===== config.mk =====
export PLATFORM = sky130hd
export DESIGN_NAME = vga_scan_ctrl
export DESIGN_NICKNAME = d
export VERILOG_FILES = /design/src/rtl/vga_pkg.sv /design/src/rtl/vga_timing_cnt.sv /design/src/rtl/vga_scan_ctrl.sv
export SDC_FILE = /design/constraint.sdc
export NUM_CORES = 1
export LEC_CHECK = 0
export ABC_AREA = 0
export CAP_MARGIN = 25
export CORE_UTILIZATION = 57
export CTS_BUF_LIST = sky130_fd_sc_hd__clkbuf_16
export DETAILED_ROUTE_END_ITERATION = 16
export DONT_BUFFER_PORTS = 1
export GPL_ROUTABILITY_DRIVEN = 0
export PLACE_DENSITY = 0.71
export SLEW_MARGIN = 20
export SYNTH_ARGS = -nofsm -noshare
export SYNTH_HDL_FRONTEND = slang
export SYNTH_HIERARCHICAL = 1
export SYNTH_SLANG_ARGS = --single-unit

===== constraint.sdc =====
create_clock -name clk -period 4.35 [get_ports clk]
set_clock_uncertainty 0.2 [all_clocks]
set_input_delay 0.6525 -clock clk [delete_from_list [all_inputs] [get_ports clk]]
set_output_delay 0.6525 -clock clk [all_outputs]
set_load 0.005 [all_outputs]

===== src/rtl/vga_pkg.sv =====
// Shared VGA timing constants and bus widths for the scan controller and the renderers.
package vga_pkg;

  localparam int unsigned COLOR_W  = 12;
  localparam int unsigned COORD_W  = 10;

  localparam int unsigned H_ACTIVE = 640;
  localparam int unsigned H_FP     = 16;
  localparam int unsigned H_SYNC   = 96;
  localparam int unsigned H_BP     = 48;
  localparam int unsigned H_TOT    = H_ACTIVE + H_FP + H_SYNC + H_BP;

  localparam int unsigned V_ACTIVE = 480;
  localparam int unsigned V_FP     = 10;
  localparam int unsigned V_SYNC   = 2;
  localparam int unsigned V_BP     = 33;
  localparam int unsigned V_TOT    = V_ACTIVE + V_FP + V_SYNC + V_BP;

endpackage


===== src/rtl/vga_timing_cnt.sv =====
// Pixel-rate divider plus horizontal/vertical scan counters.
module vga_timing_cnt
  import vga_pkg::COORD_W;
#(
  parameter int unsigned CLK_DIV  = 2,
  parameter int unsigned H_ACTIVE = vga_pkg::H_ACTIVE,
  parameter int unsigned V_ACTIVE = vga_pkg::V_ACTIVE,
  parameter int unsigned H_TOT    = vga_pkg::H_TOT,
  parameter int unsigned V_TOT    = vga_pkg::V_TOT
) (
  input  logic               clk,
  input  logic               rst,
  output logic               pix_en,
  output logic [COORD_W-1:0] h_cnt,
  output logic [COORD_W-1:0] v_cnt,
  output logic               video_on
);

  localparam int unsigned DIV_W = (CLK_DIV > 1) ? $clog2(CLK_DIV) : 1;
  localparam logic [DIV_W-1:0]   DIV_LAST = DIV_W'(CLK_DIV - 1);
  localparam logic [COORD_W-1:0] H_LAST   = COORD_W'(H_TOT - 1);
  localparam logic [COORD_W-1:0] V_LAST   = COORD_W'(V_TOT - 1);
  localparam logic [COORD_W-1:0] H_VIS    = COORD_W'(H_ACTIVE);
  localparam logic [COORD_W-1:0] V_VIS    = COORD_W'(V_ACTIVE);

  logic [DIV_W-1:0]   div_cnt;
  logic [DIV_W-1:0]   div_nxt;
  logic [COORD_W-1:0] h_nxt;
  logic [COORD_W-1:0] v_nxt;

  // Next-state of divider and scan position; counters only move on a pix_en clock.
  always_comb begin
    div_nxt = (div_cnt == DIV_LAST) ? '0 : div_cnt + 1'b1;
    h_nxt   = h_cnt;
    v_nxt   = v_cnt;
    if (pix_en) begin
      if (h_cnt == H_LAST) begin
        h_nxt = '0;
        v_nxt = (v_cnt == V_LAST) ? '0 : v_cnt + 1'b1;
      end else begin
        h_nxt = h_cnt + 1'b1;
      end
    end
  end

  // pix_en is registered from the next divider value so it is high while div_cnt==CLK_DIV-1.
  always_ff @(posedge clk or negedge rst) begin
    if (!rst) begin
      div_cnt  <= '0;
      pix_en   <= 1'b0;
      h_cnt    <= '0;
      v_cnt    <= '0;
      video_on <= 1'b1;
    end else begin
      div_cnt  <= div_nxt;
      pix_en   <= (div_nxt == DIV_LAST);
      h_cnt    <= h_nxt;
      v_cnt    <= v_nxt;
      video_on <= (h_nxt < H_VIS) && (v_nxt < V_VIS);
    end
  end

endmodule


===== src/rtl/vga_scan_ctrl.sv =====
// VGA scan controller: drives x/y to the renderers, registers sync/colour pins one pixel
// behind the coordinates, and paces object motion with frame and move ticks.
module vga_scan_ctrl
  import vga_pkg::COORD_W;
  import vga_pkg::COLOR_W;
#(
  parameter int unsigned CLK_DIV  = 2,
  parameter int unsigned H_ACTIVE = vga_pkg::H_ACTIVE,
  parameter int unsigned H_FP     = vga_pkg::H_FP,
  parameter int unsigned H_SYNC   = vga_pkg::H_SYNC,
  parameter int unsigned H_BP     = vga_pkg::H_BP,
  parameter int unsigned V_ACTIVE = vga_pkg::V_ACTIVE,
  parameter int unsigned V_FP     = vga_pkg::V_FP,
  parameter int unsigned V_SYNC   = vga_pkg::V_SYNC,
  parameter int unsigned V_BP     = vga_pkg::V_BP,
  parameter int unsigned MOVE_DIV = 2
) (
  input  logic               clk,
  input  logic               rst,
  output logic [COORD_W-1:0] x,
  output logic [COORD_W-1:0] y,
  output logic               video_on,
  input  logic [COLOR_W-1:0] rgb,
  output logic               pix_en,
  output logic               vga_hs,
  output logic               vga_vs,
  output logic [COLOR_W-1:0] vga_rgb,
  output logic               frame_tick,
  output logic               move_tick
);

  localparam int unsigned H_TOT = H_ACTIVE + H_FP + H_SYNC + H_BP;
  localparam int unsigned V_TOT = V_ACTIVE + V_FP + V_SYNC + V_BP;
  localparam int unsigned F_W   = (MOVE_DIV > 1) ? $clog2(MOVE_DIV) : 1;

  localparam logic [COORD_W-1:0] HS_BEG = COORD_W'(H_ACTIVE + H_FP);
  localparam logic [COORD_W-1:0] HS_END = COORD_W'(H_ACTIVE + H_FP + H_SYNC);
  localparam logic [COORD_W-1:0] VS_BEG = COORD_W'(V_ACTIVE + V_FP);
  localparam logic [COORD_W-1:0] VS_END = COORD_W'(V_ACTIVE + V_FP + V_SYNC);
  localparam logic [COORD_W-1:0] H_LAST = COORD_W'(H_TOT - 1);
  localparam logic [COORD_W-1:0] V_PRE  = COORD_W'(V_ACTIVE - 1);
  localparam logic [F_W-1:0]     F_LAST = F_W'(MOVE_DIV - 1);

  logic           frame_start;
  logic [F_W-1:0] f_cnt;

  vga_timing_cnt #(
    .CLK_DIV  (CLK_DIV),
    .H_ACTIVE (H_ACTIVE),
    .V_ACTIVE (V_ACTIVE),
    .H_TOT    (H_TOT),
    .V_TOT    (V_TOT)
  ) u_timing (
    .clk      (clk),
    .rst      (rst),
    .pix_en   (pix_en),
    .h_cnt    (x),
    .v_cnt    (y),
    .video_on (video_on)
  );

  // The pix_en edge that moves the scan from the last visible line into vertical blanking.
  assign frame_start = pix_en && (x == H_LAST) && (y == V_PRE);

  // Pin outputs sample the current pixel on the same edge that advances the counters.
  always_ff @(posedge clk or negedge rst) begin
    if (!rst) begin
      vga_hs  <= 1'b1;
      vga_vs  <= 1'b1;
      vga_rgb <= '0;
    end else if (pix_en) begin
      vga_rgb <= video_on ? rgb : '0;
      vga_hs  <= !((x >= HS_BEG) && (x < HS_END));
      vga_vs  <= !((y >= VS_BEG) && (y < VS_END));
    end
  end

  // Frame and move ticks; f_cnt divides frame_tick down to the motion rate.
  always_ff @(posedge clk or negedge rst) begin
    if (!rst) begin
      frame_tick <= 1'b0;
      move_tick  <= 1'b0;
      f_cnt      <= '0;
    end else begin
      frame_tick <= frame_start;
      move_tick  <= frame_start && (f_cnt == F_LAST);
      if (frame_start) begin
        f_cnt <= (f_cnt == F_LAST) ? '0 : f_cnt + 1'b1;
      end
    end
  end

endmodule


==> flow_metrics.env, run 1 <==
export IMPL_period_share_pct=50.4
export IMPL_ys_flop_type="dfrtp_1"
export IMPL_fin_total_pwr_mw=0.796
export IMPL_path_class="register to register"
export IMPL_grt_overflow=0
export IMPL_drv_cap=0
export IMPL_cts_resized=0
export IMPL_cts_buffer_depth=2
export IMPL_setup_violations_final=0
export IMPL_avgSynthCellArea_um2=10.1
export IMPL_die_y_um=61.2
export IMPL_cp_arrival_ns=2.18
export IMPL_end_kind="register"
export IMPL_seq_area_frac_synth_pct=49.1
export IMPL_syn_num_nets=214
export IMPL_synth_warning_count=6
export IMPL_setup_tns_ns=0
export IMPL_ant_nets=0
export IMPL_power_density_nw_per_um2=360
export IMPL_worstPathCellList="inv_1, ha_1, or3b_1, nor4_4, or4_4, a22oi_2, a311oi_1"
export IMPL_drive_gt1_share_pct=14.5
export IMPL_wl_per_cell_um=16.8
export IMPL_numCtsBuffers=5
export IMPL_cp_required_ns=4.33
export IMPL_worst_path_max_fanout=7
export IMPL_area_growth_pct=10.9
export IMPL_min_path_type="input pin to async pin"
export IMPL_hold_violations=0
export IMPL_p_int_mw=0.644
export IMPL_vdd_drop_max_mv=0.231
export IMPL_leakage_nw=1.01
export IMPL_ys_seq_elements=39
export IMPL_maxSlewViolCount=0
export IMPL_firstDrtPassIters=4
export IMPL_synth_async_sr_flop_share_pct=100
export IMPL_worst_slew_pin_slew_ns=0.440
export IMPL_synthCells=197
export IMPL_placeableCoreArea_um2=3340
export IMPL_power_share_sequential_pct=46.9
export IMPL_die_area_um2=3740
export IMPL_hold_buffers=1
export IMPL_die_x_um=61.2
export IMPL_fmax_ghz=0.456
export IMPL_row_count=21
export IMPL_p_sw_mw=0.152
export IMPL_port_buffers=0
export IMPL_initial_core_util_pct=59.8
export IMPL_drc=0
export IMPL_pwr_share_clk_pct=51.2
export IMPL_num_antenna_cells=0
export IMPL_fin_crit_ns=2.19
export IMPL_post_cts_setup_buffer_count=0
export IMPL_slowest_stage="dfrtp_1"
export IMPL_comb_power_share_pct=2.0
export IMPL_cts_num_sinks=39
export IMPL_syn_area_um2=1990
export IMPL_outcome="finished, final reports clean"
export IMPL_ys_types=51
export IMPL_hpwl_mm=2.86
export IMPL_clk_latency_ns=0.28
export IMPL_grt_max_degree=37
export IMPL_worstSetupStartpointType="register"
export IMPL_cts_max_level=2
export IMPL_routed_wl_mm=4.13
export IMPL_cts_tree="done"
export IMPL_ios=52
export IMPL_switching_share_pct=19.1
export IMPL_clk_pin_slew_ns=0.06
export IMPL_grt_use_total_pct=23.1
export IMPL_antenna_found_initial=0
export IMPL_grt_pass1_wl_mm=6.21
export IMPL_nets=216
export IMPL_drtIter0Drc=49
export IMPL_grt_pass1_vias=1308
export IMPL_synth_edf_count=0
export IMPL_viasPerCell=5.98
export IMPL_cpPeakStageDelay_ns=0.47
export IMPL_cts_root_buf="clkbuf_16"
export IMPL_rsz0062_at_grt="false"
export IMPL_vias=1472
export IMPL_slew_limit_headroom_pct=70.4
layout by cell type (no fill, tap or decap), types with 3 or more instances in the layout:
cell type  Yosys  final
a21oi_1        3      3
xnor2_1        8      8
and3_1         7      7
inv_1         20     20
o21ai_0       16     16
o21ai_1        3      3
ha_1           3      3
dfstp_2        3      3
nand2_1       14     14
nor2_1        11     11
nand3_1       19     19
dfrtp_1       36     36
clkbuf_16      0      5
cell usage after synthesis, types with 2 or more instances:
cell type	instances	area share, %
dfrtp_1	36	45
inv_1	20	3.8
nand3_1	19	4.8
o21ai_0	16	4.0
nand2_1	14	2.6
nor2_1	11	2.1
xnor2_1	8	3.5
and3_1	7	2.2
clkbuf_1	4	0.75
a21oi_1	3	0.75
dfstp_2	3	4.0
ha_1	3	1.9
o21ai_1	3	0.75
a31oi_1	2	0.63
and4_1	2	0.88
buf_2	2	0.50
mux2i_1	2	1.0
nand2b_1	2	0.63
nand3_2	2	1.0
nand4_1	2	0.63
nand4_4	2	2.1
nor2b_1	2	0.63
nor3_1	2	0.50
nor4_4	2	2.1
xor2_1	2	0.88
final timing paths:
check / to / from / cells past startpoint / slack [ns]
worst max-delay path: u_timing/video_on / u_timing/v_cnt[0] / 7 / 2.16
worst max register to register: u_timing/video_on / u_timing/v_cnt[0] / 7 / 2.16
worst min-delay path: vga_rgb[1] / rst / 1 / 0.01
min in group clk: f_cnt / f_cnt / 1 / 0.27
max in group asynchronous: u_timing/h_cnt[9] / rst / 1 / 3.76
worst min register to register: f_cnt / f_cnt / 1 / 0.27
worst max-delay path, delay by kind of cell, from the launching register on:
kind                     cells  cell delay (ns)
AND/OR/NAND/NOR              3             0.87
flip-flops                   1             0.47
AO/OA/AOI/OAI                2             0.32
adder cells (fa/ha/maj)      1             0.14
buffers and inverters        1             0.11
metrics by stage:
step | utilization (%) | hold WS, ns | worst slack (ns) | cells | cell area, um2
final | 66.3 | 0.00960 | 2.16 | 246 | 2210
after global placement | 60.6 | 0.158 | 2.22 | 237 | 2020
after global routing | 66.3 | 0.000726 | 1.99 | 246 | 2210
after CTS | 66.3 | 0.00608 | 2.16 | 246 | 2210
after detailed placement | 60.6 | 0.158 | 2.20 | 237 | 2020
after floorplan | - | 0.157 | 2.34 | 197 | 1990
cells by family (layout without fill, tap and decap cells):
group                    Yosys count  count (layout)  share of synthesized area [%]
multiplexers                       3               3                           1.57
flip-flops                        39              39                           49.1
buffers and inverters             27              30                           5.58
AO/OA/AOI/OAI                     33              33                           10.1
AND/OR/NAND/NOR                   82              82                           27.4
adder cells (fa/ha/maj)            3               3                           1.88
XOR/XNOR                          10              10                           4.39
state kept, by name, summed over array words and instances, names as in the netlist:
name               cells
frame_tick             1
vga_hs                 1
u_timing/video_on      1
u_timing/v_cnt        10
move_tick              1
vga_vs                 1
f_cnt                  1
vga_rgb               12
u_timing/h_cnt        10
u_timing/div_cnt       1
power groups by stage:
stage	Sequential [mW]	Combinational, mW	Clock, mW
2_1_floorplan	0.379	0.00611	0
3_3_place_gp	0.379	0.00678	0
3_5_place_dp	0.380	0.00756	0
4_1_cts	0.373	0.0162	0.416
5_1_grt	0.374	0.0185	0.427
6_report	0.373	0.0156	0.408
metal layers:
layer  vias up  share of wire, %  global-route usage [%]
met3         4               7.6                    7.35
met1       713                43                    28.3
met5         -                 0                       0
met4         0              0.75                    10.1
met2        61                49                    37.6
li1        694                 -                       -
cell type report:
type	count	area, um2
fillers	254	1120
repair buffers	2	27.5
inverters	20	75.1
clock inverters	3	43.8
multi-input cells	131	903
well taps	46	57.6
clock buffers	5	125
flip-flops and latches	39	980
No activity file was read; power rests on OpenSTA's default activity.
==> run 2: changes to the inputs <==
==> constraint.sdc (replaced) <==
create_clock -name clk -period 2.3 [get_ports clk]
set_clock_uncertainty 0.2 [all_clocks]
set_input_delay 0.345 -clock clk [delete_from_list [all_inputs] [get_ports clk]]
set_output_delay 0.345 -clock clk [all_outputs]
set_load 0.005 [all_outputs]
==> run 2 against run 1 <==
Sequential power increased by 89%; power rose by 88%; first-iteration DRC count grew 10%; routed wire length rose by 7.5%; setup slack got worse by 2.1 ns; combinational power up 110%; final cell count up 3.7%; critical endpoint unchanged; non-clock buffer count rose by 9; register-to-register slack worse by 2.1 ns; critical path type unchanged.
==> flow_metrics.env, run 2 (synthesis results as in run 1) <==
export IMPL_cp_required_ns=2.27
export IMPL_numCtsBuffers=5
export IMPL_reg2reg_from="u_timing/v_cnt[1]"
export IMPL_nets=225
export IMPL_r2r_cells=7
export IMPL_cts_root_buf="clkbuf_16"
export IMPL_drtIter0Drc=54
export IMPL_routed_wl_mm=4.44
export IMPL_outcome="finished, final reports clean"
export IMPL_cts_num_sinks=39
export IMPL_cts_tree="done"
export IMPL_timing_rr_end="u_timing/video_on"
export IMPL_place_inst=245
export IMPL_drc=0
export IMPL_stdcell_count=255
export IMPL_area_growth_pct=14.2
export IMPL_leakage_nw=1.05
export IMPL_wl_per_cell_um=17.4
export IMPL_antenna_found_initial=0
export IMPL_hpwl_mm=3.10
export IMPL_hold_violations=0
export IMPL_path_class="register to register"
export IMPL_min_path_type="input pin to register"
export IMPL_final_cell_mix="dfrtp_1, inv_1, nand3_1"
export IMPL_post_cts_setup_buffer_count=0
export IMPL_largest_reg_flops=12
export IMPL_die_y_um=61.2
export IMPL_cp_arrival_ns=2.18
export IMPL_cpPeakStageDelay_ns=0.39
export IMPL_initial_core_util_pct=59.8
export IMPL_place_area_um2=2080
export IMPL_rsz0062_at_grt="false"
export IMPL_slowest_stage="or3b_1"
export IMPL_power_density_nw_per_um2=659
export IMPL_vias=1531
export IMPL_cts_max_level=2
export IMPL_setup_tns_ns=0
export IMPL_hold_start="rgb[0]"
export IMPL_worst_slew_pin_slew_ns=0.492
export IMPL_grt_max_degree=40
export IMPL_n_fill_cell=268
export IMPL_fmax_ghz=0.454
export IMPL_ant_nets=0
export IMPL_grt_pass1_wl_mm=6.62
export IMPL_worst_path_max_fanout=6
export IMPL_clk_pin_slew_ns=0.06
export IMPL_row_count=21
export IMPL_fin_util_pct=68.2
export IMPL_grt_use_total_pct=25.4
export IMPL_firstDrtPassIters=4
export IMPL_top_usage_layer="met2"
export IMPL_cts_buffer_depth=2
export IMPL_largest_register="vga_rgb"
export IMPL_die_area_um2=3740
export IMPL_rrSetupSlack_ns=0.1
export IMPL_cts_resized=0
export IMPL_viasPerCell=6.00
export IMPL_vdd_drop_max_mv=0.414
export IMPL_ios=52
export IMPL_num_antenna_cells=0
export IMPL_drv_cap=0
export IMPL_grt_overflow=0
export IMPL_worstHoldPathCells=2
export IMPL_met3_usage_pct=8.82
export IMPL_end_kind="register"
export IMPL_port_buffers=0
export IMPL_top_regs="vga_rgb x12, u_timing/h_cnt x10, u_timing/v_cnt x10"
export IMPL_placeableCoreArea_um2=3340
export IMPL_setup_violations_final=0
export IMPL_final_common_cell="dfrtp_1"
export IMPL_grt_util_met1_pct=27.6
export IMPL_hold_slack_ns=0.0168
export IMPL_slew_limit_headroom_pct=66.9
export IMPL_period_share_pct=95.8
export IMPL_grt_pass1_vias=1407
export IMPL_use_met2_pct=44.3
export IMPL_fin_crit_ns=2.20
export IMPL_maxSlewViolCount=0
export IMPL_die_x_um=61.2
export IMPL_drive_gt1_share_pct=17.2
export IMPL_worstHoldEndpoint="vga_rgb[0]"
export IMPL_worstPathCellList="inv_1, ha_1, or3b_1, nor4_4, or4_4, a22oi_2, a311oi_1"
export IMPL_final_area_um2=2280
export IMPL_worstSetupStartpointType="register"
export IMPL_clk_latency_ns=0.29
## run 2: cell types whose count changed in the layout (fill, tap and decap cells not counted)
cell,previous run,this run
clkinv_1,0,1
dlygate4sd3_1,0,1
buf_4,1,9
clkinv_4,1,0
## run 2: worst max-delay path, delay by kind of cell (launching register included)
kind	cells	cell delay, ns
AND/OR/NAND/NOR	3	0.88
AO/OA/AOI/OAI	2	0.41
flip-flops	1	0.37
adder cells (fa/ha/maj)	1	0.15
buffers and inverters	1	0.07
## run 2: area by class of cell
type	count	area [um2]	area share, %
sequential	39	980	43.0
multi-input combinational	131	903	39.7
clock buffer	5	125	5.49
timing repair buffer	11	97.6	4.29
inverter	20	75.1	3.30
tap	46	57.6	2.53
clock inverter	3	38.8	1.70
## run 2: report_power, final
group	switching (mW)	total (mW)	internal (mW)
clock network	0.257	0.762	0.505
registers	0.00806	0.706	0.698
logic	0.0206	0.0322	0.0116
## run 2: what timing repair did
item | CTS | global route
hold endpoints to repair | 39 | 0
setup endpoints to repair | 0 | 0
hold buffers | 2 | 0
## run 2: worst max path at each step
stage / startpoint / end / slack [ns] / depth (start not counted)
6_report: u_timing/v_cnt[1] / u_timing/video_on / 0.1 / 7
5_1_grt: u_timing/v_cnt[1] / u_timing/video_on / 0.01 / 7
4_1_cts: u_timing/v_cnt[1] / u_timing/video_on / 0.11 / 7
3_5_place_dp: u_timing/h_cnt[5] / u_timing/video_on / 0.20 / 5
3_3_place_gp: u_timing/v_cnt[1] / u_timing/video_on / 0.25 / 7
2_1_floorplan: u_timing/v_cnt[1] / u_timing/video_on / 0.29 / 7
## run 2: per-layer routing
layer | vias to the layer above | share of wire [%] | routed length [um]
met5 | - | 0 | 0
met4 | 0 | 2.9 | 130
met3 | 13 | 6.6 | 294
met2 | 54 | 50 | 2220
met1 | 756 | 40 | 1790
li1 | 708 | - | -
## run 2: stage by stage
stage | setup slack [ns] | total power, mW
detailed placement | 0.198 | 0.733
finish | 0.0974 | 1.50
floorplan | 0.288 | 0.728
CTS | 0.107 | 1.52
global route | 0.0115 | 1.55
global placement | 0.255 | 0.730
==> run 3: changes to the inputs <==
--- a/config.mk
+++ b/config.mk
@@ -8,7 +8,7 @@
 export ABC_AREA = 0
 export CAP_MARGIN = 25
 export CORE_UTILIZATION = 57
-export CTS_BUF_LIST = sky130_fd_sc_hd__clkbuf_16
+export CTS_BUF_LIST = sky130_fd_sc_hd__clkbuf_8
 export DETAILED_ROUTE_END_ITERATION = 16
 export DONT_BUFFER_PORTS = 1
 export GPL_ROUTABILITY_DRIVEN = 0
==> run 3 against run 2 <==
Global-route usage down 1.0 points; non-clock buffer count unchanged; critical path depth down 2; fmax up 3.5%; register-to-register slack better by 0.07 ns; first-iteration DRC count down 26%; flip-flop and latch count unchanged; routed wire length down 4.6%; sequential share of layout area up 0.89 points; hold slack worse by 0.011 ns; power down 12%; largest cell class unchanged; highest routed layer unchanged.
==> flow_metrics.env, run 3 (synthesis results as in run 1) <==
export IMPL_port_buffers=0
export IMPL_cts_root_buf="clkbuf_8"
export IMPL_numCtsBuffers=5
export IMPL_fmax_ghz=0.470
export IMPL_hold_start="rgb[0]"
export IMPL_largest_register="vga_rgb"
export IMPL_nets=225
export IMPL_cp_startpoint="u_timing/h_cnt[5]"
export IMPL_worstSetupStartpointType="register"
export IMPL_clk_pin_slew_ns=0.07
export IMPL_cp_top_family="simple AND/OR/NAND/NOR gates"
export IMPL_rrSetupSlack_ns=0.17
export IMPL_worst_slew_pin_slew_ns=0.435
export IMPL_grt_use_total_pct=24.4
export IMPL_maxSlewViolCount=0
export IMPL_cts_num_sinks=39
export IMPL_stdcell_count=255
export IMPL_grt_pass1_vias=1381
export IMPL_die_area_um2=3740
export IMPL_place_area_um2=2080
export IMPL_worst_slack_ns=0.172
export IMPL_r2r_cells=5
export IMPL_grt_overflow=0
export IMPL_drc=0
export IMPL_leakage_nw=1.03
export IMPL_ant_nets=0
export IMPL_worstHoldPathCells=2
export IMPL_vias=1511
export IMPL_drive_gt1_share_pct=17.7
export IMPL_timing_rr_end="u_timing/video_on"
export IMPL_ios=52
export IMPL_row_count=21
export IMPL_final_cell_mix="dfrtp_1, inv_1, nand3_1"
export IMPL_die_x_um=61.2
export IMPL_post_place_ws_ns=0.198
export IMPL_worstPathCellList="nor3b_4, nand4_4, or4_4, a22oi_2, a311oi_1"
export IMPL_min_path_type="input pin to register"
export IMPL_slowest_stage="or4_4"
export IMPL_die_y_um=61.2
export IMPL_top_regs="vga_rgb x12, u_timing/h_cnt x10, u_timing/v_cnt x10"
export IMPL_path_class="register to register"
export IMPL_setup_tns_ns=0
export IMPL_final_area_um2=2230
export IMPL_routed_wl_mm=4.23
export IMPL_end_kind="register"
export IMPL_rsz0062_at_grt="false"
export IMPL_fin_crit_ns=2.13
export IMPL_cts_max_level=2
export IMPL_worstHoldEndpoint="vga_rgb[0]"
export IMPL_hpwl_mm=3.10
export IMPL_final_common_cell="dfrtp_1"
export IMPL_power_density_nw_per_um2=589
export IMPL_wl_per_cell_um=16.6
export IMPL_area_growth_pct=11.9
export IMPL_worst_path_max_fanout=9
export IMPL_place_inst=245
export IMPL_hold_violations=0
export IMPL_viasPerCell=5.93
export IMPL_n_fill_cell=279
export IMPL_cts_tree="done"
export IMPL_critPathBufInv=0
export IMPL_firstDrtPassIters=4
export IMPL_period_share_pct=92.5
export IMPL_placeableCoreArea_um2=3340
export IMPL_cpPeakStageDelay_ns=0.55
export IMPL_antenna_found_initial=0
export IMPL_initial_core_util_pct=59.8
export IMPL_num_antenna_cells=0
export IMPL_grt_pass1_wl_mm=6.41
export IMPL_outcome="finished, final reports clean"
export IMPL_cp_arrival_ns=2.13
export IMPL_drtIter0Drc=40
export IMPL_grt_max_degree=40
export IMPL_drv_cap=0
export IMPL_vdd_drop_max_mv=0.343
export IMPL_reg2reg_from="u_timing/h_cnt[5]"
export IMPL_cts_buffer_depth=2
export IMPL_clk_latency_ns=0.29
export IMPL_slew_limit_headroom_pct=70.7
export IMPL_cp_required_ns=2.31
export IMPL_largest_reg_flops=12
export IMPL_setup_violations_final=0
-- run 3: worst max-delay path by stage --
stage / endpoint / depth (start not counted)
6_report: u_timing/video_on / 5
2_1_floorplan: u_timing/video_on / 7
3_5_place_dp: u_timing/video_on / 5
3_3_place_gp: u_timing/video_on / 7
5_1_grt: u_timing/video_on / 6
4_1_cts: u_timing/video_on / 7
-- run 3: layout make-up --
class | instances | area, um2 | share of cell area [%]
clock buffers | 6 | 82.6 | 3.70
clock inverters | 2 | 35.0 | 1.57
inverters | 20 | 75.1 | 3.37
multi-input cells | 131 | 903 | 40.5
flip-flops and latches | 39 | 980 | 43.9
well taps | 46 | 57.6 | 2.58
repair buffers | 11 | 97.6 | 4.37
-- run 3: per-stage QoR --
step	hold WS, ns	utilization, %	power, mW
6_report	0.00614	66.9	1.31
5_1_grt	0.0104	66.9	1.37
4_1_cts	0.00138	66.9	1.33
3_5_place_dp	-0.150	62.4	0.733
3_3_place_gp	-0.150	62.4	0.730
2_1_floorplan	-0.151	-	0.728
-- run 3: timing repair --
| action | in CTS | in global routing |
|---|---|---|
| gates resized for setup | 0 | 0 |
| setup buffers | 0 | 0 |
| endpoints found under the hold margin | 39 | 0 |
| endpoints found under the setup margin | 0 | 0 |
| hold buffers | 2 | 0 |
-- run 3: per-layer routing --
layer,up-vias,track usage (%),share of wire (%),wire [um]
li1,708,-,-,-
met1,731,27.8,40,1690
met2,63,41.6,50,2120
met3,9,7.98,7.9,335
met4,0,11.0,2.2,93
met5,-,0,0,0
-- run 3: report_power, final --
group	leakage, nW	switching (mW)	total, mW	internal, mW
sequential	0.492	0.00808	0.705	0.697
combinational	0.477	0.0205	0.0321	0.0116
clock	0.0612	0.227	0.577	0.351
